<file path="src/rtl/game_reaction_multi.sv">
// Multi-button reaction game: a random wait, then a target is shown and the player presses the matching button.
// Optional macro GAME_REACTION_TIMEOUT_EN ends an unanswered SHOW after TIMEOUT cycles.
`timescale 1ns/1ps
module game_reaction_multi #(
  parameter int NUM_BTNS    = 4,
  parameter int ROUNDS      = 5,
  parameter int DELAY_BASE  = 10_000_000,
  parameter int DELAY_STEP  = 10_000_000,
  parameter int RESULT_TIME = 10_000_000,
  parameter int TIMEOUT     = 20_000_000,
  parameter int CNT_W       = 28
) (
  input  logic                clk,
  input  logic                reset_n,
  input  logic [NUM_BTNS-1:0] btn,
  input  logic [3:0]          rnd,
  output logic [3:0]          value,
  output logic [3:0]          score,
  output logic [CNT_W-1:0]    reaction_time,
  output logic                game_over
);

  typedef enum logic [1:0] {ST_WAIT, ST_SHOW, ST_RESULT, ST_GAME_OVER} state_e;

  localparam logic [3:0] V_BLANK   = 4'd0;
  localparam logic [3:0] V_RIGHT   = 4'd10;
  localparam logic [3:0] V_WRONG   = 4'd11;
  localparam logic [3:0] V_FALSE   = 4'd12;
  localparam logic [CNT_W-1:0] RESULT_LAST = CNT_W'(RESULT_TIME - 1);

`ifdef GAME_REACTION_TIMEOUT_EN
  localparam logic [3:0]       V_TIMEOUT    = 4'd13;
  localparam logic [CNT_W-1:0] TIMEOUT_LAST = CNT_W'(TIMEOUT - 1);
`else
  logic unused_timeout;
  assign unused_timeout = ^TIMEOUT;
`endif

  state_e              state_q, state_d;
  logic [CNT_W-1:0]    cnt_q, cnt_d;
  logic [CNT_W-1:0]    delay_lim_q, delay_lim_d;
  logic [3:0]          target_q, target_d;
  logic [3:0]          value_q, value_d;
  logic [3:0]          score_q, score_d;
  logic [3:0]          round_q, round_d;
  logic [CNT_W-1:0]    rt_q, rt_d;
  logic                go_q, go_d;
  logic [NUM_BTNS-1:0] btn_q, btn_d;

  logic [NUM_BTNS-1:0] press;
  logic [NUM_BTNS-1:0] tgt_mask;
  logic [CNT_W-1:0]    new_lim;
  logic [3:0]          new_target;

  assign press      = btn & ~btn_q;
  assign tgt_mask   = NUM_BTNS'(1) << (target_q - 4'd1);
  assign new_lim    = CNT_W'(DELAY_BASE) + CNT_W'(rnd) * CNT_W'(DELAY_STEP);
  assign new_target = (rnd % 4'(NUM_BTNS)) + 4'd1;

  always_comb begin
    // NOTE: every output of this block gets a default first, so no path can infer a latch.
    state_d     = state_q;
    cnt_d       = cnt_q;
    delay_lim_d = delay_lim_q;
    target_d    = target_q;
    value_d     = value_q;
    score_d     = score_q;
    round_d     = round_q;
    rt_d        = rt_q;
    go_d        = go_q;
    btn_d       = btn;

    case (state_q)
      ST_WAIT: begin
        cnt_d = cnt_q + CNT_W'(1);
        if (|press) begin
          state_d = ST_RESULT;
          cnt_d   = '0;
          value_d = V_FALSE;
        end else if (cnt_q == delay_lim_q - CNT_W'(1)) begin
          state_d  = ST_SHOW;
          cnt_d    = '0;
          target_d = new_target;
          value_d  = new_target;
        end
      end

      ST_SHOW: begin
        if (cnt_q != '1) cnt_d = cnt_q + CNT_W'(1);
        // Only a press on exactly the target bit counts; any extra bit makes it wrong.
        if (press == tgt_mask) begin
          state_d = ST_RESULT;
          cnt_d   = '0;
          value_d = V_RIGHT;
          rt_d    = cnt_q;
          if (score_q != 4'(ROUNDS)) score_d = score_q + 4'd1;
        end else if (|press) begin
          state_d = ST_RESULT;
          cnt_d   = '0;
          value_d = V_WRONG;
        end
`ifdef GAME_REACTION_TIMEOUT_EN
        else if (cnt_q == TIMEOUT_LAST) begin
          state_d = ST_RESULT;
          cnt_d   = '0;
          value_d = V_TIMEOUT;
        end
`endif
      end

      ST_RESULT: begin
        cnt_d = cnt_q + CNT_W'(1);
        if (cnt_q == RESULT_LAST) begin
          cnt_d   = '0;
          round_d = round_q + 4'd1;
          if (round_q + 4'd1 == 4'(ROUNDS)) begin
            state_d = ST_GAME_OVER;
            value_d = score_q;
            go_d    = 1'b1;
          end else begin
            state_d     = ST_WAIT;
            delay_lim_d = new_lim;
            value_d     = V_BLANK;
          end
        end
      end

      ST_GAME_OVER: begin
        if (|press) begin
          state_d     = ST_WAIT;
          cnt_d       = '0;
          delay_lim_d = new_lim;
          score_d     = '0;
          round_d     = '0;
          value_d     = V_BLANK;
          go_d        = 1'b0;
        end
      end

      default: begin
        state_d = ST_WAIT;
        cnt_d   = '0;
        value_d = V_BLANK;
        go_d    = 1'b0;
      end
    endcase
  end

  always_ff @(posedge clk or negedge reset_n) begin
    if (!reset_n) begin
      state_q     <= ST_WAIT;
      cnt_q       <= '0;
      delay_lim_q <= CNT_W'(DELAY_BASE);
      target_q    <= '0;
      value_q     <= V_BLANK;
      score_q     <= '0;
      round_q     <= '0;
      rt_q        <= '0;
      go_q        <= 1'b0;
      // All-ones so buttons held through reset release are not seen as presses.
      btn_q       <= '1;
    end else begin
      // NOTE: non-blocking assignments keep every flop sampling the pre-edge values.
      state_q     <= state_d;
      cnt_q       <= cnt_d;
      delay_lim_q <= delay_lim_d;
      target_q    <= target_d;
      value_q     <= value_d;
      score_q     <= score_d;
      round_q     <= round_d;
      rt_q        <= rt_d;
      go_q        <= go_d;
      btn_q       <= btn_d;
    end
  end

  assign value         = value_q;
  assign score         = score_q;
  assign reaction_time = rt_q;
  assign game_over     = go_q;

endmodule
</file>
<file path="config.mk">
export PLATFORM = sky130hd
export DESIGN_NAME = game_reaction_multi
export DESIGN_NICKNAME = d
export VERILOG_FILES = /design/src/rtl/game_reaction_multi.sv
export SDC_FILE = /design/constraint.sdc
export NUM_CORES = 1
export LEC_CHECK = 0
export ABC_CLOCK_PERIOD_IN_PS = 4610
export BUFFER_PORTS_ARGS = -buffer_cell sky130_fd_sc_hd__buf_2
export CAP_MARGIN = 20
export CORE_ASPECT_RATIO = 0.5
export CORE_MARGIN = 2
export CORE_UTILIZATION = 60
export DETAILED_ROUTE_END_ITERATION = 8
export PLACE_DENSITY = 0.79
export SYNTH_ARGS = -nofsm -noshare
export SYNTH_HDL_FRONTEND = slang
export SYNTH_SLANG_ARGS = --single-unit
</file>
<file path="constraint.sdc">
create_clock -name clk -period 4.61 [get_ports clk]
set_clock_uncertainty 0.05 [all_clocks]
set_input_delay 0.2305 -clock clk [delete_from_list [all_inputs] [get_ports clk]]
set_output_delay 0.2305 -clock clk [all_outputs]
set_load 0.02 [all_outputs]
</file>
Yosys cells after proc, flatten, opt, wreduce, memory -nomap -nowiden --
Index checks and enable logic that the tools add are counted.
Word-level totals: flip-flop bits (word level) 107, memories kept 0, ROM bits 0, bits in latches 0, RAM bits 0, input port bits 10, word-level logic and storage cells 89, output and inout port bits 37
Cells by class: mux-type cells 37, $add $sub $neg 7, $lt $le $gt $ge 0, divide/modulo/power cells 0, multiply operators 1, shift operators 1, bitwise gates (word level) 3, equal/unequal tests 18, reduce and logical (&&, ||, !) cells 12
Operators with widths (count):
- $mux 28 | 10
- $pmux 28 s4 | 1
- $pmux 28 s2 | 1
- $mux 4 | 10
- $add 24x28->28 const A | 1
- $add 28x1->28 const B | 1
- $eq 28x24->1 const B | 1
- $eq 28x28->1 | 1
- $ne 28x28->1 const B | 1
- $sub 28x1->28 const B | 1
- $mul 4x17->21 const B | 1
- $pmux 4 s2 | 2
- $pmux 4 s4 | 1
- $reduce_and 4->1 | 4
- $mux 2 | 7
- $ne 2x2->1 const B | 6
- $add 4x1->4 const B | 2
- $pmux 2 s4 | 1
- $ne 3x3->1 const B | 2
- $reduce_and 3->1 | 2
- $and 4x4->4 | 1
- $eq 2x2->1 const B | 2
- $eq 4x3->1 const B | 1
- $eq 4x4->1 | 1
- other kinds (14) | 18

Longest topological paths before layout --
Gate-level depths: netlist of run 1.
depth after elaboration 6, depth in mapped cells 15, depth with buffers taken out 13

Least setup slack after synthesis of run 1 --
Ideal clock, no wire load.
path type input to register, from in rnd[2], to reg delay_lim_q[23], path buffers 2, data arrival time 3.539 ns, required time 4.478 ns, setup slack 0.939 ns, stages on the path 15, cell sequence clkbuf_1 inv_1 ha_1 fa_1 inv_1 ha_1 clkbuf_1 o21ai_0 o21ai_1 nand4_1 xnor2_1 a21boi_0 nand2_1 xnor2_1 mux2_2
On the way: word-level cells in the longest chain between the ends 5, elaborated cells on any way between the ends 6
RTL lines:
- start: declaration | line 16 | input logic [3:0] rnd,
- $mul 4x17->21 * | line 57 | assign new_lim = CNT_W'(DELAY_BASE) + CNT_W'(rnd) * CNT_W'(DELAY_STEP);
- $add 24x28->28 * | line 57
- $mux 28 | line 116 | if (round_q + 4'd1 == 4'(ROUNDS)) begin
- $mux 28 | line 113 | if (cnt_q == RESULT_LAST) begin
- $pmux 28 s2 * | line 73 | case (state_q)
- end signal: assignment | line 153 | delay_lim_q <= CNT_W'(DELAY_BASE);
- end signal: assignment | line 166 | delay_lim_q <= delay_lim_d;
- end: declaration | line 41 | logic [CNT_W-1:0] delay_lim_q, delay_lim_d;
Every way passes the cells marked *; elsewhere a longest branch is shown, timed or not. The select of a mux whose other input is x is not followed. A chain may end at the register's enable or synchronous reset.

Worst setup path in the final report of run 1 --
Same ends and word-level chain as after synthesis.

==> results.md, run 1 <==
GRT:
- In this run the most used layer during global routing was met2.
- The global router's overall resource usage is 0.268.
- For met1 alone, demand over resource in global routing was 0.389.
- The total overflow left after global routing is 0.
- The number of antenna violations at the first check in global routing is 0.
- For met2 alone, demand over resource in global routing was 0.409.
- The largest net degree at the start of global routing is 52.
- The number of global-route vias before repair is 5492.
- For met3 alone, demand over resource in global routing was 0.0486.
- The first global-routing pass estimated 26800 um of wire.

Cells and area:
- The area of all placed cells without fillers is 7690 sq um.
- The number of antenna diodes in the final layout is 0.
- The share of the core filled with cells is 0.686.
- The layout filler cell count is 932.
- The number of nets in the layout is ~860.
- The layout cell share with drive strength beyond 1 is 0.166.
- After the flow finishes, the layout carries non-filler instances totaling 980.
- The synthesis-to-finish area growth is 9.20%.

Timing:
- Setup repair after global routing left no endpoint under its margin.
- The max-slew violation total from the final report is 0.
- Based on the critical path, the design can be clocked at up to 0.266 GHz.
- The tightest hold path in the finished design has a slack of about 0.25 ns.
- The share of the cycle needed by the critical path after routing is 0.815.
- At the pin with the least slew margin, the transition time is 0.948 ns.
- The worst-case headroom to the max-slew limit is 0.366.
- The final hold violation count is 0.
- Setup violations remaining at the end of the flow were counted as 0.
- The sum of negative setup slack is 0 ns.
- The minimum clock period after layout is roughly 3.8 ns.

Die:
- The starting density of the core is 0.628.
- Measured along the y axis, the die boundary spans 80.6 um.
- The total core area is 11200 sq um.
- During I/O placement, the number of pins put on the boundary was 47.
- The full die area is 12700 sq um.
- From left edge to right edge, the die measures 157 um.
- The floorplan row count is 27.

Synth:
- The total of flip-flops plus latches after synthesis is 99.
- The post-synthesis net count is 832.
- Synthesis instantiated 75 different standard cells from the library.
- After synthesis, the share of flip-flops with an asynchronous set or reset is 1.00.
- The most used flip-flop cell after synthesis is sky130_fd_sc_hd__dfrtp_1.
- The sequential fraction of the synthesis area is 0.354.
- The leading area contributor after synthesis is sky130_fd_sc_hd__dfrtp_1.
- For this run, the number of Yosys warnings is 0.
- Averaged over all synthesized cells, the footprint is 8.93 sq um.
- The number of enable-type register cells in the synthesized netlist is 0.
- The area of the mapped netlist is 7050 sq um.
- The number of standard cells after synthesis is 789.
- By area the synthesized netlist is led by sky130_fd_sc_hd__dfrtp_1, sky130_fd_sc_hd__ha_1, sky130_fd_sc_hd__mux2_2, sky130_fd_sc_hd__xnor2_1, sky130_fd_sc_hd__dfstp_2.
- Of the post-synthesis cell area, the dominant cell type holds 0.309.

Worst setup path:
- The critical path startpoint category is an input port.
- By startpoint and endpoint, the worst setup path is classified as input port to flip-flop.
- The count of cells along the worst register-to-register path is 11.
- The kind of end point of the critical path is a flip-flop.
- Data on the critical path is required at its endpoint by 4.83 ns.
- STA puts the critical path data arrival time at 3.97 ns.
- Along the worst path, the maximum fanout reaches 15.

Power:
- The part of the power in the clock network is 0.344.
- The share of total power in combinational logic is 0.209.
- The power per unit of standard cell area is between 200 and 300 nW/um^2.
- The largest voltage drop on the vdd net is 0.189 mV.
- Summed over all cells, the static leakage comes to 0.00343 uW.
- The internal portion of the total power is about 1500 uW.
- The total net switching power is roughly 660 uW.
- Of the total power, the share spent switching nets is 0.308.
- The share of total power dissipated in sequential elements is 0.447.

Status:
- The flow ran to the end, and the final reports show no timing, DRC or antenna violations.

Clock network:
- The worst-skew pair later-pin latency is 0.35 ns.
- The maximum buffer depth of the clock tree is 2.
- In this run, CTS created clock tree buffers numbering 9.
- The H-tree generated during clock tree synthesis spans 3 levels.
- The clock input transition at the sequential cells of the worst setup and hold paths is 0.07 ns.
- TritonCTS built the clock tree.
- The number of gates given a new drive strength after cts is 0.
- The tree built by TritonCTS fans out to 99 sinks.
- Clock tree synthesis selected as its root buffer the cell sky130_fd_sc_hd__clkbuf_16.

Place:
- The post-placement cell count is 959.
- The final estimated routing congestion in global placement is 0.924.
- The number of buffer cells added on primary ports is 46.
- The wire-length estimate of the detail-placed layout is 11900 um.
- The cell area after placement is 7340 sq um.

Routing:
- Summed over all layers, the routed wires come to 15900 um.
- The detailed-route vias per instance is between 6 and 7.
- The routed wire length per instance is roughly 16 um.
- For this block, the via count after detailed routing is 6030.
- The pre-antenna-repair detailed-routing pass consisted of 5 iterations.
- The count of antenna-violating nets left after detailed routing is 0.
- The initial detailed-routing violation count is 518.
- The detailed-route DRC error count is 0.

Min path:
- The path class of the tightest hold or removal check is input port to flip-flop.
- Counting instances, the worst hold path has a depth of 2.

Run:
- Across the run, the number of max-cap violations was 0.
==> registers in the layout, indices dropped and copies added, names as in the netlist <==
name,count
round_q,4
target_q,3
score,4
game_over,1
reaction_time,28
value,4
btn_q,4
delay_lim_q,21
state_q,2
cnt_q,28
==> layout by cell type, fill, tap and decap left out, types with 11 or more instances in the layout <==
cell / netlist / final
sky130_fd_sc_hd__and3_1: 11 / 11
sky130_fd_sc_hd__dfrtp_1: 87 / 87
sky130_fd_sc_hd__buf_2: 5 / 45
sky130_fd_sc_hd__nand2b_1: 12 / 12
sky130_fd_sc_hd__nand4_1: 14 / 14
sky130_fd_sc_hd__nor4_1: 11 / 11
sky130_fd_sc_hd__dfstp_2: 12 / 12
sky130_fd_sc_hd__nand2_1: 66 / 66
sky130_fd_sc_hd__nor2b_1: 15 / 15
sky130_fd_sc_hd__nor3_1: 12 / 12
sky130_fd_sc_hd__nand3_1: 20 / 20
sky130_fd_sc_hd__o211ai_1: 17 / 17
sky130_fd_sc_hd__o21ai_0: 55 / 55
sky130_fd_sc_hd__xnor2_1: 38 / 38
sky130_fd_sc_hd__ha_1: 31 / 31
sky130_fd_sc_hd__xor2_1: 29 / 29
sky130_fd_sc_hd__inv_1: 31 / 31
sky130_fd_sc_hd__a21oi_1: 23 / 23
sky130_fd_sc_hd__mux2_2: 31 / 31
sky130_fd_sc_hd__o2111ai_1: 11 / 11
sky130_fd_sc_hd__nor2_1: 77 / 77
==> area by class of cell <==
cell class,count,area (sq um),area share
Sequential cell,99,2490,0.324
Clock inverter,6,61.3,0.00797
Tap cell,159,199,0.0259
Timing Repair Buffer,58,335,0.0436
Inverter,31,116,0.0151
Clock buffer,10,239,0.0311
Multi-Input combinational cell,617,4250,0.552
==> logic make-up (layout without fill, tap and decap cells) <==
| logic type | count (synthesis) | after routing | synth area share |
|---|---|---|---|
| and+or+nand+nor | 303 | 303 | 0.228 |
| AOI/OAI and AO/OA | 172 | 172 | 0.164 |
| DFF | 99 | 99 | 0.354 |
| buffers and inverters | 73 | 105 | 0.0430 |
| xor gates and xnor gates | 67 | 67 | 0.0833 |
| muxes | 42 | 42 | 0.0673 |
| adders and majority gates | 33 | 33 | 0.0607 |
==> synth_stat cells, types with 12 or more instances <==
cell and instances:
sky130_fd_sc_hd__nand3_1 20, sky130_fd_sc_hd__dfrtp_1 87, sky130_fd_sc_hd__ha_1 31, sky130_fd_sc_hd__dfstp_2 12, sky130_fd_sc_hd__nor2b_1 15, sky130_fd_sc_hd__mux2_2 31, sky130_fd_sc_hd__nand2_1 66, sky130_fd_sc_hd__nand2b_1 12
sky130_fd_sc_hd__xor2_1 29, sky130_fd_sc_hd__a21oi_1 23, sky130_fd_sc_hd__nor3_1 12, sky130_fd_sc_hd__xnor2_1 38, sky130_fd_sc_hd__nor2_1 77, sky130_fd_sc_hd__clkbuf_1 32, sky130_fd_sc_hd__o211ai_1 17, sky130_fd_sc_hd__inv_1 31
sky130_fd_sc_hd__o21ai_0 55, sky130_fd_sc_hd__nand4_1 14
==> layer usage <==
metal | vias to the layer above | share of wire
li1 | 2920 | -
met1 | 2897 | 0.49
met2 | 193 | 0.43
met3 | 20 | 0.064
met4 | 0 | 0.015
met5 | - | 0
==> per-stage QoR <==
stage          worst slack [ns]  power [uW]
2_1_floorplan             0.939        1290
3_3_place_gp              0.628        1390
3_5_place_dp              0.505        1410
4_1_cts                   0.864        2150
5_1_grt                   0.396        2250
6_report                  0.854        2130
==> critical path, stage by stage <==
cell	delay, ns
sky130_fd_sc_hd__buf_2	0.24
sky130_fd_sc_hd__inv_1	0.10
sky130_fd_sc_hd__ha_1	0.34
sky130_fd_sc_hd__fa_1	0.51
sky130_fd_sc_hd__inv_1	0.05
sky130_fd_sc_hd__ha_1	0.35
sky130_fd_sc_hd__o21ai_0	0.15
sky130_fd_sc_hd__o21ai_1	0.47
sky130_fd_sc_hd__nand4_1	0.18
sky130_fd_sc_hd__xnor2_1	0.30
sky130_fd_sc_hd__a21boi_0	0.51
sky130_fd_sc_hd__nand2_1	0.13
sky130_fd_sc_hd__xnor2_1	0.15
sky130_fd_sc_hd__mux2_2	0.27
==> repair_timing <==
item	CTS	global route
buffers inserted	0	0
hold buffers	5	0
endpoints found under the hold margin	42	0
endpoints found under the setup margin	0	0
==> final timing paths <==
check	start	to	slack, ns
max	rnd[2]	delay_lim_q[23]	0.85
min	rnd[0]	target_q[0]	0.25
max reg2reg	delay_lim_q[8]	cnt_q[13]	0.88
min reg2reg	reaction_time[14]	reaction_time[14]	0.45
max in group asynchronous	reset_n	reaction_time[25]	3.04
min in group asynchronous	reset_n	target_q[0]	0.39
==> power by group through the flow <==
stage          combinational (uW)  clock [uW]  sequential [uW]
4_1_cts                       442         753              954
5_1_grt                       505         788              960
2_1_floorplan                 336           0              954
6_report                      446         734              955
3_3_place_gp                  426           0              967
3_5_place_dp                  435           0              971
Note: power is estimated with default switching activity, not from simulation.
==> run 2, diff against run 1 <==
==> config.mk (replaced) <==
export PLATFORM = sky130hd
export DESIGN_NAME = game_reaction_multi
export DESIGN_NICKNAME = d
export VERILOG_FILES = /design/src/rtl/game_reaction_multi.sv
export SDC_FILE = /design/constraint.sdc
export NUM_CORES = 1
export LEC_CHECK = 0
export ABC_CLOCK_PERIOD_IN_PS = 3250
export BUFFER_PORTS_ARGS = -buffer_cell sky130_fd_sc_hd__buf_2
export CAP_MARGIN = 20
export CORE_ASPECT_RATIO = 0.5
export CORE_MARGIN = 2
export CORE_UTILIZATION = 56
export DETAILED_ROUTE_END_ITERATION = 8
export PLACE_DENSITY = 0.78
export SYNTH_ARGS = -nofsm -noshare
export SYNTH_HDL_FRONTEND = slang
export SYNTH_SLANG_ARGS = --single-unit
==> constraint.sdc (replaced) <==
create_clock -name clk -period 3.25 [get_ports clk]
set_clock_uncertainty 0.05 [all_clocks]
set_input_delay 0.1625 -clock clk [delete_from_list [all_inputs] [get_ports clk]]
set_output_delay 0.1625 -clock clk [all_outputs]
set_load 0.02 [all_outputs]
==> run 2 against run 1 <==
  * Combinational power grew 75%
  * Setup slack worse by 0.81 ns
  * Worst hold slack worse by 0.13 ns
  * Largest cell class unchanged
==> results.md, run 2 (synthesized netlist as in run 1, its figures left out) <==
Status:
- Result of the run: complete, no violations (unchanged).

Worst setup path:
- The critical path startpoint category is a flip-flop (was input port).
- The kind of end point of the critical path is a flip-flop (unchanged).
- The critical path required time is 3.44 ns (was 4.83 ns).
- The minimum setup slack among reg-to-reg paths is 0.04 ns (was 0.88 ns).
- The biggest fanout along the worst timing path is 4 (was 15).
- The endpoint of the most critical register-to-register path is target_q[2] (was cnt_q[13]).
- The startpoint of the worst register-to-register path is delay_lim_q[8] (unchanged).
- The type of the setup path with the least slack is flip-flop to flip-flop (was input port to flip-flop).
- The count of cells along the worst register-to-register path is 12 (was 11).
- The arrival time at the worst endpoint is 3.40 ns (was 3.97 ns).

Cells and area:
- The number of nets in the layout is 939 (was 859).
- The area of all placed cells without fillers came to 8550 sq um (was 7690 sq um).
- The total inserted antenna cells is 0 (unchanged).
- The commonest non-fill, non-tap cell in the layout is sky130_fd_sc_hd__dfrtp_1 (unchanged).
- Commonest non-fill, non-tap cells in the layout: sky130_fd_sc_hd__dfrtp_1, sky130_fd_sc_hd__buf_4, sky130_fd_sc_hd__nor2_1, sky130_fd_sc_hd__nand2_1, sky130_fd_sc_hd__o21ai_0 (was sky130_fd_sc_hd__dfrtp_1, sky130_fd_sc_hd__nor2_1, sky130_fd_sc_hd__nand2_1, sky130_fd_sc_hd__o21ai_0, sky130_fd_sc_hd__buf_2).
- The synthesis-to-finish area growth is 21.3% (was 9.20%).
- The share of the core filled with cells is 0.709 (was 0.686).
- The layout cell share with drive strength beyond 1 is 0.262 (was 0.166).

Routing:
- The detailed-route vias per instance is 6.00 (was 6.15).
- The number of iterations in the first detailed-routing pass is 5 (unchanged).
- The initial detailed-routing violation count was 554 (was 518).
- The wire length reported by the detailed router was 17600 um (was 15900 um).
- The routed wire length per instance is 16.5 um (was 16.3 um).
- The detailed-route DRC error count is 0 (unchanged).
- The total number of vias is 6401 (was 6030).
- The count of antenna-violating nets left after detailed routing is 0 (unchanged).

Place:
- The final estimated routing congestion in global placement is 0.920 (was 0.924).
- The number of buffer cells added on primary ports came to 46 (unchanged).
- The detailed placer's ending HPWL was 12700 um (was 11900 um).
- The cell area after placement is 7940 sq um (was 7340 sq um).

Die:
- The starting density of the core is 0.585 (was 0.628).
- The floorplan row count came to 28 (was 27).
- The vertical extent of the die is 83.3 um (was 80.6 um).
- The count of pins on the block boundary is 47 (unchanged).
- The full die area is 13500 sq um (was 12700 sq um).
- The total core area is 12100 sq um (was 11200 sq um).
- The die width was 163 um (was 157 um).

Clock network:
- The worst-skew pair later-pin latency is 0.35 ns (about the same).
- The number of buffers created by CTS is 9 (unchanged).
- The clock input transition at the sequential cells of the worst setup and hold paths is 0.07 ns (about the same).
- The TritonCTS clock tree is built (unchanged).
- The maximum buffer depth of the clock tree is 2 (unchanged).
- The root cell of the clock tree is sky130_fd_sc_hd__clkbuf_16 (unchanged).
- The clock sink total is 99 (unchanged).
- The maximum level of the CTS H-tree was 3 (unchanged).

GRT:
- The number of antenna violations at the first check in global routing is 0 (unchanged).
- The global-route wire length before repair is 29300 um (was 26800 um).
- The met1 demand-to-capacity share in global routing is 0.382 (was 0.389).
- The most used routing layer in global routing is met2 (unchanged).
- The met3 demand-to-capacity share in global routing is 0.0455 (was 0.0486).
- The largest net degree at the start of global routing is 79 (was 52).
- The global router's overall resource usage is 0.267 (was 0.268).
- The global route total overflow is 0 (unchanged).
- The number of global-route vias before repair was 6073 (was 5492).
- The met2 track demand over resource is 0.422 (was 0.409).

Timing:
- Of the available clock period, the critical path in the final layout requires 0.988.
- The minimum clock period after layout is 3.21 ns.
- The worst-case headroom to the max-slew limit is 0.587 (was 0.366).
- The slew of the pin with the lowest slew margin came to 0.617 ns (was 0.948 ns).
- The max-slew violation total from the final report is 0 (unchanged).
- The maximum achievable frequency is 0.312 GHz.
- The final hold violation count is 0 (unchanged).
- Unrepaired setup endpoints after global routing: true (was false).
- The number of failing setup endpoints in the final timing report is 0 (unchanged).

Power:
- The largest voltage drop on the vdd net was 0.285 mV (was 0.189 mV).
- The share of total power in combinational logic was 0.235 (was 0.209).
- The total net switching power is 974 uW (was 657 uW).
- The portion of total power attributed to sequential cells was 0.406 (was 0.447).
- The power per unit of standard cell area is 388 nW/um^2 (was 277 nW/um^2).
- The switching share of power is 0.294 (was 0.308).
- The cell leakage power was 0.00388 uW (was 0.00343 uW).
- The part of the power in the clock network is 0.359 (was 0.344).
- The internal power contribution came to 2340 uW (was 1480 uW).

Run:
- The number of max-capacitance violations reported is 0 (unchanged).

Min path:
- The worst min-delay path class is input port to async pin (was input port to flip-flop).
run 2: stage by stage:
step | worst slack [ns] | hold WS (ns) | std cells | TNS, ns | power, uW
2_1_floorplan | -0.000393 | -0.183 | 789 | -0.000393 | 1850
3_3_place_gp | -0.0411 | 0.226 | 1036 | -0.181 | 2090
3_5_place_dp | -0.155 | 0.228 | 1036 | -1.11 | 2120
4_1_cts | 0.00934 | 0.293 | 1061 | 0 | 3310
5_1_grt | -0.0474 | 0.131 | 1066 | -0.948 | 3480
6_report | 0.0398 | 0.114 | 1066 | 0 | 3320
run 2: worst max-delay path: stages (launching register included):
cell and delay (ns):
sky130_fd_sc_hd__dfrtp_1 0.39, sky130_fd_sc_hd__inv_2 0.07, sky130_fd_sc_hd__ha_4 0.14, sky130_fd_sc_hd__or4b_4 0.48
sky130_fd_sc_hd__or3_4 0.36, sky130_fd_sc_hd__buf_4 0.16, sky130_fd_sc_hd__nor2_2 0.11, sky130_fd_sc_hd__a41oi_2 0.16
sky130_fd_sc_hd__a2111o_1 0.42, sky130_fd_sc_hd__nor4_2 0.18, sky130_fd_sc_hd__buf_4 0.18, sky130_fd_sc_hd__nand3_4 0.09
sky130_fd_sc_hd__mux2_4 0.31
run 2: area by class of cell:
| cell class | count | area [sq um] |
|---|---|---|
| Clock inverter | 6 | 95.1 |
| Fill cell | 889 | 3500 |
| Sequential cell | 99 | 2490 |
| Multi-Input combinational cell | 617 | 4420 |
| Inverter | 31 | 116 |
| Clock buffer | 10 | 239 |
| Timing Repair Buffer | 138 | 980 |
| Tap cell | 165 | 206 |
run 2: timing repair:
item,4_1_cts,5_1_grt
hold buffers,5,0
hold endpoints to repair,69,0
gates cloned,0,0
pin swaps,6,5
setup buffers,4,4
setup endpoints to repair,31,35
gates resized for setup,13,14
run 2: worst max path at each step:
stage | from | end | slack [ns] | cells after the start
2_1_floorplan | rnd[2] | delay_lim_q[23] | -0.0004 | 14
3_3_place_gp | rnd[2] | delay_lim_q[25] | -0.04 | 14
3_5_place_dp | rnd[2] | delay_lim_q[27] | -0.16 | 14
4_1_cts | delay_lim_q[8] | target_q[2] | 0.009 | 12
5_1_grt | delay_lim_q[11] | cnt_q[2] | -0.05 | 9
6_report | delay_lim_q[8] | target_q[2] | 0.04 | 12
run 2: layer usage:
layer	vias up	share of wire
met5	-	0
met4	0	0.012
met3	18	0.065
met2	219	0.45
met1	3098	0.47
li1	3066	-
run 2: power by group through the flow:
stage / Combinational, uW / Clock (uW) / Sequential [uW]
2_1_floorplan: 495 / 0 / 1350
3_3_place_gp: 726 / 0 / 1360
3_5_place_dp: 749 / 0 / 1370
4_1_cts: 765 / 1200 / 1340
5_1_grt: 871 / 1250 / 1350
6_report: 779 / 1190 / 1350
==> run 3, diff against run 2 <==
--- a/config.mk
+++ b/config.mk
@@ -12,7 +12,8 @@
 export CORE_MARGIN = 2
 export CORE_UTILIZATION = 56
 export DETAILED_ROUTE_END_ITERATION = 8
-export PLACE_DENSITY = 0.78
+export PLACE_DENSITY_LB_ADDON = 0.3
+export SKIP_LAST_GASP = 1
 export SYNTH_ARGS = -nofsm -noshare
 export SYNTH_HDL_FRONTEND = slang
 export SYNTH_SLANG_ARGS = --single-unit
==> run 3 against run 2 <==
  * Die area stayed put
  * Clock power is 9% lower
  * Register-to-register slack worse by 0.02 ns
  * Power is 3.1% lower
  * Combinational power is 0.9% higher
  * Largest cell class unchanged
  * Core utilization is 0.56 points lower
  * Critical path type unchanged
  * Via count hardly changed
  * Clock-buffer cell count is 1 higher
==> results.md, run 3 (synthesized netlist as in run 1, its figures left out) <==
Routing:
- The number of iterations in the first detailed-routing pass was 5 (unchanged).
- The wire length reported by the detailed router is 17600 um (about the same).
- The count of antenna-violating nets left after detailed routing is 0 (unchanged).
- The total number of vias was 6396 (was 6401).
- The initial detailed-routing violation count is 620 (was 554).
- The detailed-route vias per instance is 6.03 (was 6.00).
- The routed wire length per instance is 16.6 um (was 16.5 um).
- The detailed-route DRC error count is 0 (unchanged).

Place:
- The cell area after placement is 7940 sq um (about the same).
- The worst setup slack after placement is -0.162 ns (was -0.155 ns).
- The post-placement cell count is 1034 (was 1036).
- The detailed placer's ending HPWL is 12600 um (was 12700 um).
- The final estimated routing congestion in global placement is 0.902 (was 0.920).
- The number of buffer cells added on primary ports came to 46 (unchanged).

Cells and area:
- Commonest non-fill, non-tap cells in the layout: sky130_fd_sc_hd__dfrtp_1, sky130_fd_sc_hd__buf_4, sky130_fd_sc_hd__nor2_1, sky130_fd_sc_hd__nand2_1, sky130_fd_sc_hd__o21ai_0 (unchanged).
- The commonest non-fill, non-tap cell in the layout is sky130_fd_sc_hd__dfrtp_1 (unchanged).
- The count of placed standard cells in the final layout, fillers left out came to 1061 (was 1066).
- The total inserted antenna cells is 0 (unchanged).
- The number of nets in the layout is 934 (was 939).
- The layout cell share with drive strength beyond 1 was 0.259 (was 0.262).
- The area of all placed cells without fillers is 8480 sq um (was 8550 sq um).
- The synthesis-to-finish area growth is 20.4% (was 21.3%).

Die:
- The total core area is 12100 sq um (unchanged).
- The starting density of the core is 0.585 (unchanged).
- The count of pins on the block boundary is 47 (unchanged).
- The full die area is 13500 sq um (unchanged).
- The vertical extent of the die is 83.3 um (unchanged).
- The floorplan row count was 28 (unchanged).
- The die width is 163 um (unchanged).

Run:
- The number of max-capacitance violations reported is 0 (unchanged).

Clock network:
- The maximum buffer depth of the clock tree came to 2 (unchanged).
- The clock input transition at the sequential cells of the worst setup and hold paths came to 0.07 ns (about the same).
- The maximum level of the CTS H-tree came to 3 (unchanged).
- The worst-skew pair later-pin latency is 0.35 ns (about the same).
- The clock sink total came to 99 (unchanged).
- The number of buffers created by CTS was 9 (unchanged).
- The root cell of the clock tree is sky130_fd_sc_hd__clkbuf_16 (unchanged).
- The TritonCTS clock tree was built (unchanged).

Worst setup path:
- The endpoint of the most critical register-to-register path is value[3] (was target_q[2]).
- The largest stage delay on the critical path came to 0.48 ns (about the same).
- The most frequent cell on the critical path is sky130_fd_sc_hd__a2111oi_4 (was sky130_fd_sc_hd__buf_4).
- The biggest fanout along the worst timing path was 5 (was 4).
- The critical path startpoint category is a flip-flop (unchanged).
- The slowest stage cell on the critical path was sky130_fd_sc_hd__or4b_4 (unchanged).
- The arrival time at the worst endpoint is 3.41 ns (was 3.40 ns).
- The kind of end point of the critical path is a flip-flop (unchanged).
- The type of the setup path with the least slack is flip-flop to flip-flop (unchanged).
- The minimum setup slack among reg-to-reg paths was 0.02 ns (was 0.04 ns).
- Crit path cell chain: inv_2 > ha_4 > or4b_4 > or3_4 > a2111oi_4 > nor2_2 > a2111oi_4 > nand4_1 > a21oi_2 > buf_6 > mux2_2 (was inv_2 > ha_4 > or4b_4 > or3_4 > buf_4 > nor2_2 > a41oi_2 > a2111o_1 > nor4_2 > buf_4 > nand3_4 > mux2_4).
- The count of cells along the worst register-to-register path was 11 (was 12).
- The critical path required time is 3.43 ns (was 3.44 ns).
- The startpoint of the worst register-to-register path is delay_lim_q[8] (unchanged).

Timing:
- The worst-case headroom to the max-slew limit is 0.466 (was 0.587).
- The number of failing setup endpoints in the final timing report was 0 (unchanged).
- The minimum clock period after layout came to 3.23 ns (was 3.21 ns).
- The slew of the pin with the lowest slew margin is 0.801 ns (was 0.617 ns).
- The sum of negative setup slack is 0 ns (unchanged).
- The worst hold margin is 0.253 ns (was 0.114 ns).
- The share of the cycle needed by the critical path after routing is 0.994 (was 0.988).
- The final hold violation count is 0 (unchanged).
- The max-slew violation total from the final report was 0 (unchanged).
- The maximum achievable frequency is 0.310 GHz (was 0.312 GHz).
- Unrepaired setup endpoints after global routing: true (unchanged).
- The post-layout worst setup margin is 0.0191 ns (was 0.0398 ns).

GRT:
- The number of global-route vias before repair is 6018 (was 6073).
- The global route total overflow is 0 (unchanged).
- The global-route wire length before repair was 29500 um (was 29300 um).
- The number of antenna violations at the first check in global routing is 0 (unchanged).
- The global router's overall resource usage is 0.269 (was 0.267).
- The largest net degree at the start of global routing is 42 (was 79).

Power:
- The largest voltage drop on the vdd net is 0.251 mV (was 0.285 mV).
- The power per unit of standard cell area was 379 nW/um^2 (was 388 nW/um^2).
- The cell leakage power came to 0.00384 uW (was 0.00388 uW).

Status:
- Result of the run: complete, no violations (unchanged).

Min path:
- The worst min-delay path class is input port to async pin (unchanged).
[run 3: cell count changes in the layout (fill, tap and decap cells not counted), moves of 2 or more]
cell and delta:
sky130_fd_sc_hd__buf_4 -4, sky130_fd_sc_hd__bufinv_16 -2, sky130_fd_sc_hd__clkinv_4 +2, sky130_fd_sc_hd__clkinvlp_4 -2, sky130_fd_sc_hd__mux2_2 +2, sky130_fd_sc_hd__mux2_4 -2
[run 3: report_power, final]
group	internal (uW)	switching [uW]	leakage (uW)
registers	1280	61.4	0.00128
clock network	581	498	0.000153
logic	360	426	0.00241
[run 3: final cells by class]
| cell class | instances | area (sq um) |
|---|---|---|
| clock inverter | 5 | 56.3 |
| multi-input combinational | 617 | 4430 |
| fill | 894 | 3570 |
| clock buffer | 11 | 253 |
| inverter | 31 | 116 |
| sequential | 99 | 2490 |
| tap | 165 | 206 |
| timing repair buffer | 133 | 931 |
[run 3: timing repair]
| item | in CTS | in global routing |
|---|---|---|
| pin swaps | 5 | 8 |
| hold buffers | 5 | 0 |
| endpoints found under the setup margin | 8 | 38 |
| endpoints found under the hold margin | 32 | 0 |
| gates resized for setup | 18 | 8 |
| buffers inserted | 1 | 5 |
[run 3: through the flow]
step	util	power [uW]
floorplan	-	1850
global placement	0.659	2100
detailed placement	0.659	2120
CTS	0.696	3220
global route	0.704	3400
finish	0.704	3210
[run 3: worst max-delay path, delay by kind of cell (launching register included)]
| family | cells | cell delay [ns] |
|---|---|---|
| AND/OR/NAND/NOR | 4 | 1.17 |
| flip-flops | 1 | 0.39 |
| buffers and inverters | 2 | 0.22 |
| adder cells (fa/ha/maj) | 1 | 0.15 |
| AO/OA/AOI/OAI | 3 | 0.82 |
| multiplexers | 1 | 0.33 |
[run 3: routing by layer]
layer,vias up,share of wire,GRT usage
met5,-,0,0
met4,0,0.015,0.0732
met3,30,0.061,0.0425
met2,231,0.45,0.422
met1,3068,0.48,0.388
li1,3067,-,-
[run 3: worst max path at each step]
stage	to	from	slack, ns
floorplan	delay_lim_q[23]	rnd[2]	-0.0004
global placement	target_q[2]	delay_lim_q[8]	-0.07
detailed placement	delay_lim_q[27]	rnd[2]	-0.16
CTS	target_q[2]	delay_lim_q[11]	0.01
global route	value[3]	delay_lim_q[8]	-0.13
finish	value[3]	delay_lim_q[8]	0.02
